==> src/rtl/uart_wb_arbiter_pkg.sv <==
// Shared types and widths for the two-master UART wishbone arbiter.
package uart_wb_arbiter_pkg;

  localparam int unsigned UART_AW = 2;
  localparam int unsigned UART_DW = 8;
  localparam int unsigned BURST_W = 4;
  localparam int unsigned LAT_W   = 3;

  typedef enum logic [2:0] {
    ST_IDLE   = 3'd0,
    ST_STROBE = 3'd1,
    ST_WAIT   = 3'd2,
    ST_ACK    = 3'd3,
    ST_GAP    = 3'd4
  } state_t;

  // One latched slave access request.
  typedef struct packed {
    logic               we;
    logic [UART_AW-1:0] addr;
    logic [UART_DW-1:0] datw;
  } wb_req_t;

endpackage

==> src/rtl/uart_wb_arbiter_rr_arb2.sv <==
// Combinational two-way round-robin pick; on a tie the master not granted last wins.
module rr_arb2 (
  input  logic [1:0] req,
  input  logic       last,
  output logic [1:0] gnt
);

  always_comb begin
    gnt = req;
    if (req == 2'b11) begin
      gnt = last ? 2'b01 : 2'b10;
    end
  end

endmodule

==> src/rtl/uart_wb_arbiter.sv <==
// Shares the UART wishbone slave port between two masters: one strobe per access,
// fixed read latency, bounded round-robin bursts and a registered interrupt fan-out.
module uart_wb_arbiter
  import uart_wb_arbiter_pkg::*;
#(
  parameter int unsigned RD_LAT    = 1,
  parameter int unsigned MAX_BURST = 4
) (
  input  logic               wb_clk_i,
  input  logic               rst_n_i,
  input  logic               m0_cyc_i,
  input  logic               m0_we_i,
  input  logic [UART_AW-1:0] m0_addr_i,
  input  logic [UART_DW-1:0] m0_datw_i,
  output logic [UART_DW-1:0] m0_datr_o,
  output logic               m0_ack_o,
  output logic               m0_int_o,
  input  logic               m1_cyc_i,
  input  logic               m1_we_i,
  input  logic [UART_AW-1:0] m1_addr_i,
  input  logic [UART_DW-1:0] m1_datw_i,
  output logic [UART_DW-1:0] m1_datr_o,
  output logic               m1_ack_o,
  output logic               m1_int_o,
  output logic               s_cyc_o,
  output logic               s_we_o,
  output logic [UART_AW-1:0] s_addr_o,
  output logic [UART_DW-1:0] s_datw_o,
  input  logic [UART_DW-1:0] s_datr_i,
  input  logic               s_int_i,
  output logic [1:0]         grant_o
);

  localparam logic [LAT_W-1:0]   LAT_LAST  = LAT_W'((RD_LAT == 0) ? 0 : RD_LAT - 1);
  localparam logic [BURST_W-1:0] BURST_MAX = BURST_W'(MAX_BURST);

  state_t               state_q, state_d;
  logic [LAT_W-1:0]     lat_q, lat_d;
  logic [BURST_W-1:0]   burst_q, burst_d;
  logic                 last_q, last_d;
  logic                 owner_q, owner_d;
  logic [1:0]           grant_q, grant_d;
  logic                 s_cyc_q, s_cyc_d;
  logic                 s_we_q, s_we_d;
  wb_req_t              req_q, req_d;
  logic [UART_DW-1:0]   m0_datr_q, m0_datr_d;
  logic [UART_DW-1:0]   m1_datr_q, m1_datr_d;
  logic                 m0_ack_q, m0_ack_d;
  logic                 m1_ack_q, m1_ack_d;
  logic                 int_q;

  wb_req_t              m0_req, m1_req;
  logic [1:0]           cyc_req, gnt;
  logic                 own_cyc;
  logic                 to_ack, arb, cont;

  assign m0_req  = {m0_we_i, m0_addr_i, m0_datw_i};
  assign m1_req  = {m1_we_i, m1_addr_i, m1_datw_i};
  assign cyc_req = {m1_cyc_i, m0_cyc_i};
  assign own_cyc = owner_q ? m1_cyc_i : m0_cyc_i;

  rr_arb2 u_rr_arb2 (
    .req  (cyc_req),
    .last (last_q),
    .gnt  (gnt)
  );

  // Next-state and next-output logic; last_q already names the current owner in GAP.
  always_comb begin
    state_d   = state_q;
    lat_d     = lat_q;
    burst_d   = burst_q;
    last_d    = last_q;
    owner_d   = owner_q;
    grant_d   = grant_q;
    req_d     = req_q;
    s_cyc_d   = 1'b0;
    s_we_d    = 1'b0;
    m0_datr_d = m0_datr_q;
    m1_datr_d = m1_datr_q;
    m0_ack_d  = 1'b0;
    m1_ack_d  = 1'b0;
    to_ack    = 1'b0;
    arb       = 1'b0;
    cont      = 1'b0;

    case (state_q)
      ST_IDLE: arb = 1'b1;
      ST_STROBE: begin
        if (RD_LAT == 0) begin
          to_ack = 1'b1;
        end else begin
          state_d = ST_WAIT;
          lat_d   = '0;
        end
      end
      ST_WAIT: begin
        if (lat_q == LAT_LAST) begin
          to_ack = 1'b1;
        end else begin
          lat_d = lat_q + LAT_W'(1);
        end
      end
      ST_ACK: state_d = ST_GAP;
      ST_GAP: begin
        if (own_cyc && (burst_q < BURST_MAX)) begin
          cont = 1'b1;
        end else begin
          arb = 1'b1;
        end
      end
      default: state_d = ST_IDLE;
    endcase

    // Ack and read data are only delivered if the owner still holds cyc.
    if (to_ack) begin
      state_d = ST_ACK;
      if (own_cyc) begin
        if (owner_q) begin
          m1_ack_d = 1'b1;
          if (!req_q.we) m1_datr_d = s_datr_i;
        end else begin
          m0_ack_d = 1'b1;
          if (!req_q.we) m0_datr_d = s_datr_i;
        end
      end
    end

    if (cont) begin
      state_d = ST_STROBE;
      burst_d = burst_q + BURST_W'(1);
      req_d   = owner_q ? m1_req : m0_req;
      s_cyc_d = 1'b1;
      s_we_d  = req_d.we;
    end

    if (arb) begin
      if (gnt != 2'b00) begin
        state_d = ST_STROBE;
        owner_d = gnt[1];
        last_d  = gnt[1];
        grant_d = gnt;
        burst_d = BURST_W'(1);
        req_d   = gnt[1] ? m1_req : m0_req;
        s_cyc_d = 1'b1;
        s_we_d  = req_d.we;
      end else begin
        state_d = ST_IDLE;
        grant_d = 2'b00;
      end
    end
  end

  always_ff @(posedge wb_clk_i or negedge rst_n_i) begin
    if (!rst_n_i) begin
      state_q   <= ST_IDLE;
      lat_q     <= '0;
      burst_q   <= '0;
      last_q    <= 1'b1;
      owner_q   <= 1'b0;
      grant_q   <= 2'b00;
      s_cyc_q   <= 1'b0;
      s_we_q    <= 1'b0;
      req_q     <= '0;
      m0_datr_q <= '0;
      m1_datr_q <= '0;
      m0_ack_q  <= 1'b0;
      m1_ack_q  <= 1'b0;
      int_q     <= 1'b0;
    end else begin
      state_q   <= state_d;
      lat_q     <= lat_d;
      burst_q   <= burst_d;
      last_q    <= last_d;
      owner_q   <= owner_d;
      grant_q   <= grant_d;
      s_cyc_q   <= s_cyc_d;
      s_we_q    <= s_we_d;
      req_q     <= req_d;
      m0_datr_q <= m0_datr_d;
      m1_datr_q <= m1_datr_d;
      m0_ack_q  <= m0_ack_d;
      m1_ack_q  <= m1_ack_d;
      int_q     <= s_int_i;
    end
  end

  assign s_cyc_o   = s_cyc_q;
  assign s_we_o    = s_we_q;
  assign s_addr_o  = req_q.addr;
  assign s_datw_o  = req_q.datw;
  assign grant_o   = grant_q;
  assign m0_datr_o = m0_datr_q;
  assign m1_datr_o = m1_datr_q;
  assign m0_ack_o  = m0_ack_q;
  assign m1_ack_o  = m1_ack_q;
  assign m0_int_o  = int_q;
  assign m1_int_o  = int_q;

endmodule

==> config.mk <==
export PLATFORM = sky130hd
export DESIGN_NAME = uart_wb_arbiter
export DESIGN_NICKNAME = d
export VERILOG_FILES = /design/src/rtl/uart_wb_arbiter_pkg.sv /design/src/rtl/uart_wb_arbiter_rr_arb2.sv /design/src/rtl/uart_wb_arbiter.sv
export SDC_FILE = /design/constraint.sdc
export NUM_CORES = 1
export LEC_CHECK = 0
export ABC_AREA = 0
export CORE_MARGIN = 4
export CORE_UTILIZATION = 31
export CTS_BUF_LIST = sky130_fd_sc_hd__clkbuf_16
export CTS_CLUSTER_DIAMETER = 150
export DETAILED_ROUTE_END_ITERATION = 16
export GPL_TIMING_DRIVEN = 0
export PLACE_DENSITY = 0.54
export SKIP_LAST_GASP = 1
export SYNTH_ARGS = -nofsm -noshare
export SYNTH_HDL_FRONTEND = slang
export SYNTH_SLANG_ARGS = --single-unit
==> constraint.sdc <==
create_clock -name wb_clk_i -period 2.3 [get_ports wb_clk_i]
set_input_delay 0.575 -clock wb_clk_i [delete_from_list [all_inputs] [get_ports wb_clk_i]]
set_output_delay 0.575 -clock wb_clk_i [all_outputs]
set_load 0.005 [all_outputs]
==> flow_summary_export.csv <==
group,metric,value,unit
drt,wirelength,5280,um
worst_setup_path,r2r_start,"owner_q",
min_path,min_path_type,"input pin to asynchronous set/reset pin",
worst_setup_path,crit_type,"register to register",
worst_setup_path,ff2ff_path_depth,7,
synth,synth_fp_nets,226,
sta,hold_viol,0,
worst_setup_path,worstPathCellList,"buf_6, mux2i_2, or4b_1, buf_2, nor3_4, buf_4, a21oi_1",
worst_setup_path,start_kind,"register",
placed_design,pre_cts_slack,-609,ps
synth,yosys_register_bits,46,
drt,drc_errors,0,
synth,netlist.area_leader.share,48.5,%
worst_setup_path,slowest_delay,470,ps
pwr,cell_internal_pwr,2.63,mW
run_status,run_status,"completed",
pwr,power.density,1180,nW/um2
sta,setup_tns,0,ps
pwr,ir_drop,0.375,mV
clock_network,clk_pin_slew,60,ps
worst_setup_path,rrSetupSlack,170,ps
global_routing,grt_use_total,12.6,%
layout,drive_gt1_share,18.7,%
global_routing,grt.overflow.total,0,
synth,synth.most_common_cell,"dfrtp_1",
sta,fin_worst_skew,4.85,ps
floorplanning,core,7250,um2
drt,first_pass_iters,4,
global_routing,antenna_found_initial,0,
placed_design,port_buffers,68,
clock_network,cts.sinks,46,
clock_network,insertion_delay,280,ps
layout,fin_cells,366,
clock_network,cts.path.max_buffers,2,
global_routing,grt_pass1_vias,1777,
floorplanning,die-area,8940,um2
sta,slew_headroom,55.4,%
synth,synth.distinct_cells,39,
drt,vias_per_cell,4.65,
sta,worst_slack,165,ps
sta,setup_violations,0,
sta,period_share,92.8,%
synth,synth-async-reset-ratio,100,%
floorplanning,initial_core_util,32.0,%
sta,max_freq,468,MHz
synth,syn_area,2320,um2
layout,layout.nets,304,
synth,synth_commonest_cells,"45 x dfrtp_1, 22 x mux2i_1, 19 x nor2_1",
placed_design,place_congestion,0.713,
layout,fillers,706,
worst_setup_path,cp_max_fo,10,
pwr,p_comb_share,47.8,%
pwr,pwr-share-seq,33.8,%
worst_setup_path,crit_slowest_cell,"or4b_1",
job,maxCapViolations,0,
worst_setup_path,cp.arrival,2300,ps
drt,wl_per_cell,14.4,um
worst_setup_path,end_kind,"register",
global_routing,grt_max_degree,31,
worst_setup_path,worstPathRequired,2460,ps
placed_design,placed_cells,356,
layout,num_antenna_cells,0,
clock_network,cts_buffers,5,
sta,post-route-min-period,2130,ps
floorplanning,dieHeight,94.6,um
layout,final_util,45.6,%
sta,rsz0062_at_grt,"no",
floorplanning,rows,31,
synth,syn_inst,188,
clock_network,h-tree-depth,2,
synth,yosys.area.top_type,"dfrtp_1",
synth,yosysSeqAreaShare,49.6,%
pwr,finalPower,3.90,mW
layout,syn_to_final_growth,42.6,%
drt,postRouteAntennaNets,0,
worst_setup_path,worstSetupStartpoint,"owner_q",
worst_setup_path,crit_path_end,"burst_q[0]",
clock_network,cts_tree,"done",
synth,synth-edff-count,0,
clock_network,cts_root_buf,"clkbuf_16",
drt,drt_iter0_drc,57,
synth,ys.flop_type,"dfrtp_1",
sta,slew_viol_final,0,
placed_design,dp_hpwl,3980,um
pwr,p_leak,1.44,nW
pwr,switching_share,32.6,%
synth,synth.area.top_cells,"dfrtp_1 48%, mux2i_1 9.5%, mux2_1 8.2%",
sta,worst_pin_slew,669,ps
floorplanning,fp.dieW,94.6,um
pwr,p_sw,1.27,mW
worst_setup_path,r2r_end,"burst_q[0]",
pwr,clockPowerShare,18.3,%
synth,ys_warn_count,0,
global_routing,grt_pass1_wl,8800,um
synth,avgSynthCellArea,12.4,um2
drt,via_count,1703,
floorplanning,ios,69,
==> worst max-delay path, delay by kind of cell (launching register included) <==
family | cells | cell delay (ps)
compound gates | 1 | 100
flops | 1 | 370
simple gates | 2 | 720
buf+inv | 3 | 630
mux | 1 | 200
==> power groups by stage <==
stage | combinational [mW] | sequential [mW] | clock, mW
floorplan | 1.07 | 1.32 | 0
global placement | 1.87 | 1.33 | 0
detailed placement | 1.89 | 1.34 | 0
CTS | 1.89 | 1.32 | 0.748
global route | 2.05 | 1.37 | 0.786
finish | 1.87 | 1.32 | 0.715
==> sequential cells by signal, summed over array words and instances (netlist names) <==
| name | cells |
|---|---|
| s_cyc_o | 1 |
| m0_int_o | 1 |
| burst_q | 4 |
| s_we_o | 1 |
| last_q | 1 |
| m1_datr_o | 8 |
| m0_datr_o | 8 |
| owner_q | 1 |
| m0_ack_o | 1 |
| m1_ack_o | 1 |
| req_q | 1 |
| lat_q | 3 |
| state_q | 3 |
| s_datw_o | 8 |
| grant_o | 2 |
| s_addr_o | 2 |
==> cell type report <==
cell class,count,area (um2),share of cell area [%]
plain buffers,20,140,4.23
clock buffers,5,125,3.78
clock inverters,3,23.8,0.718
inverters,9,33.8,1.02
multi-input cells,113,998,30.2
flip-flops and latches,46,1150,34.8
well taps,99,124,3.74
repair buffers,71,713,21.5
==> kinds of logic (layout without fill, tap and decap cells) <==
family          Yosys count  after routing  share of synthesized area (%)
compound gates           32             32                           12.7
xor+xnor                  1              1                          0.377
fa+ha+maj                 3              3                           1.62
buf+inv                  29            108                           7.38
flops                    46             46                           49.6
mux                      40             40                           18.3
simple gates             37             37                           9.97
==> stage by stage <==
stage	hold WS [ps]	cell area, um2
2_1_floorplan	279	2320
3_3_place_gp	467	3130
3_5_place_dp	471	3140
4_1_cts	234	3290
5_1_grt	251	3310
6_report	228	3310
==> metal layers <==
layer / vias up / global-route usage, % / part of all wire (%)
li1: 834 / - / -
met1: 833 / 16.4 / 45
met2: 34 / 21.3 / 50
met3: 2 / 2.07 / 4.3
met4: 0 / 3.97 / 0.72
met5: - / 0 / 0
==> layout by cell type (no fill, tap or decap), types with 2 or more instances in the layout <==
master	instances
a21oi_1	3
a221oi_2	10
a22o_1	2
a31oi_1	5
a32oi_1	2
and2_1	2
buf_12	2
buf_2	3
buf_4	13
buf_6	2
clkbuf_1	2
clkbuf_16	5
clkbuf_2	4
clkdlybuf4s50_1	65
clkinvlp_4	2
dfrtp_1	45
ha_1	3
inv_1	7
inv_2	2
mux2_1	17
mux2i_1	22
nand2b_1	2
nor2_1	19
nor3b_1	2
o21ai_0	3
o21ai_1	3
o2bb2ai_1	2
==> worst min path at each step <==
stage | startpoint | to | slack [ps]
2_1_floorplan | rst_n_i | burst_q[0] | 280
3_3_place_gp | burst_q[0] | burst_q[0] | 470
3_5_place_dp | burst_q[3] | burst_q[3] | 470
4_1_cts | rst_n_i | s_addr_o[1] | 230
5_1_grt | rst_n_i | s_addr_o[1] | 250
6_report | rst_n_i | s_addr_o[1] | 230
==> repair_timing <==
item	CTS	global route
setup buffers	0	2
hold buffers	0	0
pin swaps	0	2
endpoints found under the setup margin	15	27
resized for setup	3	6
cloned	0	0
Note: power is estimated with default switching activity, not from simulation.
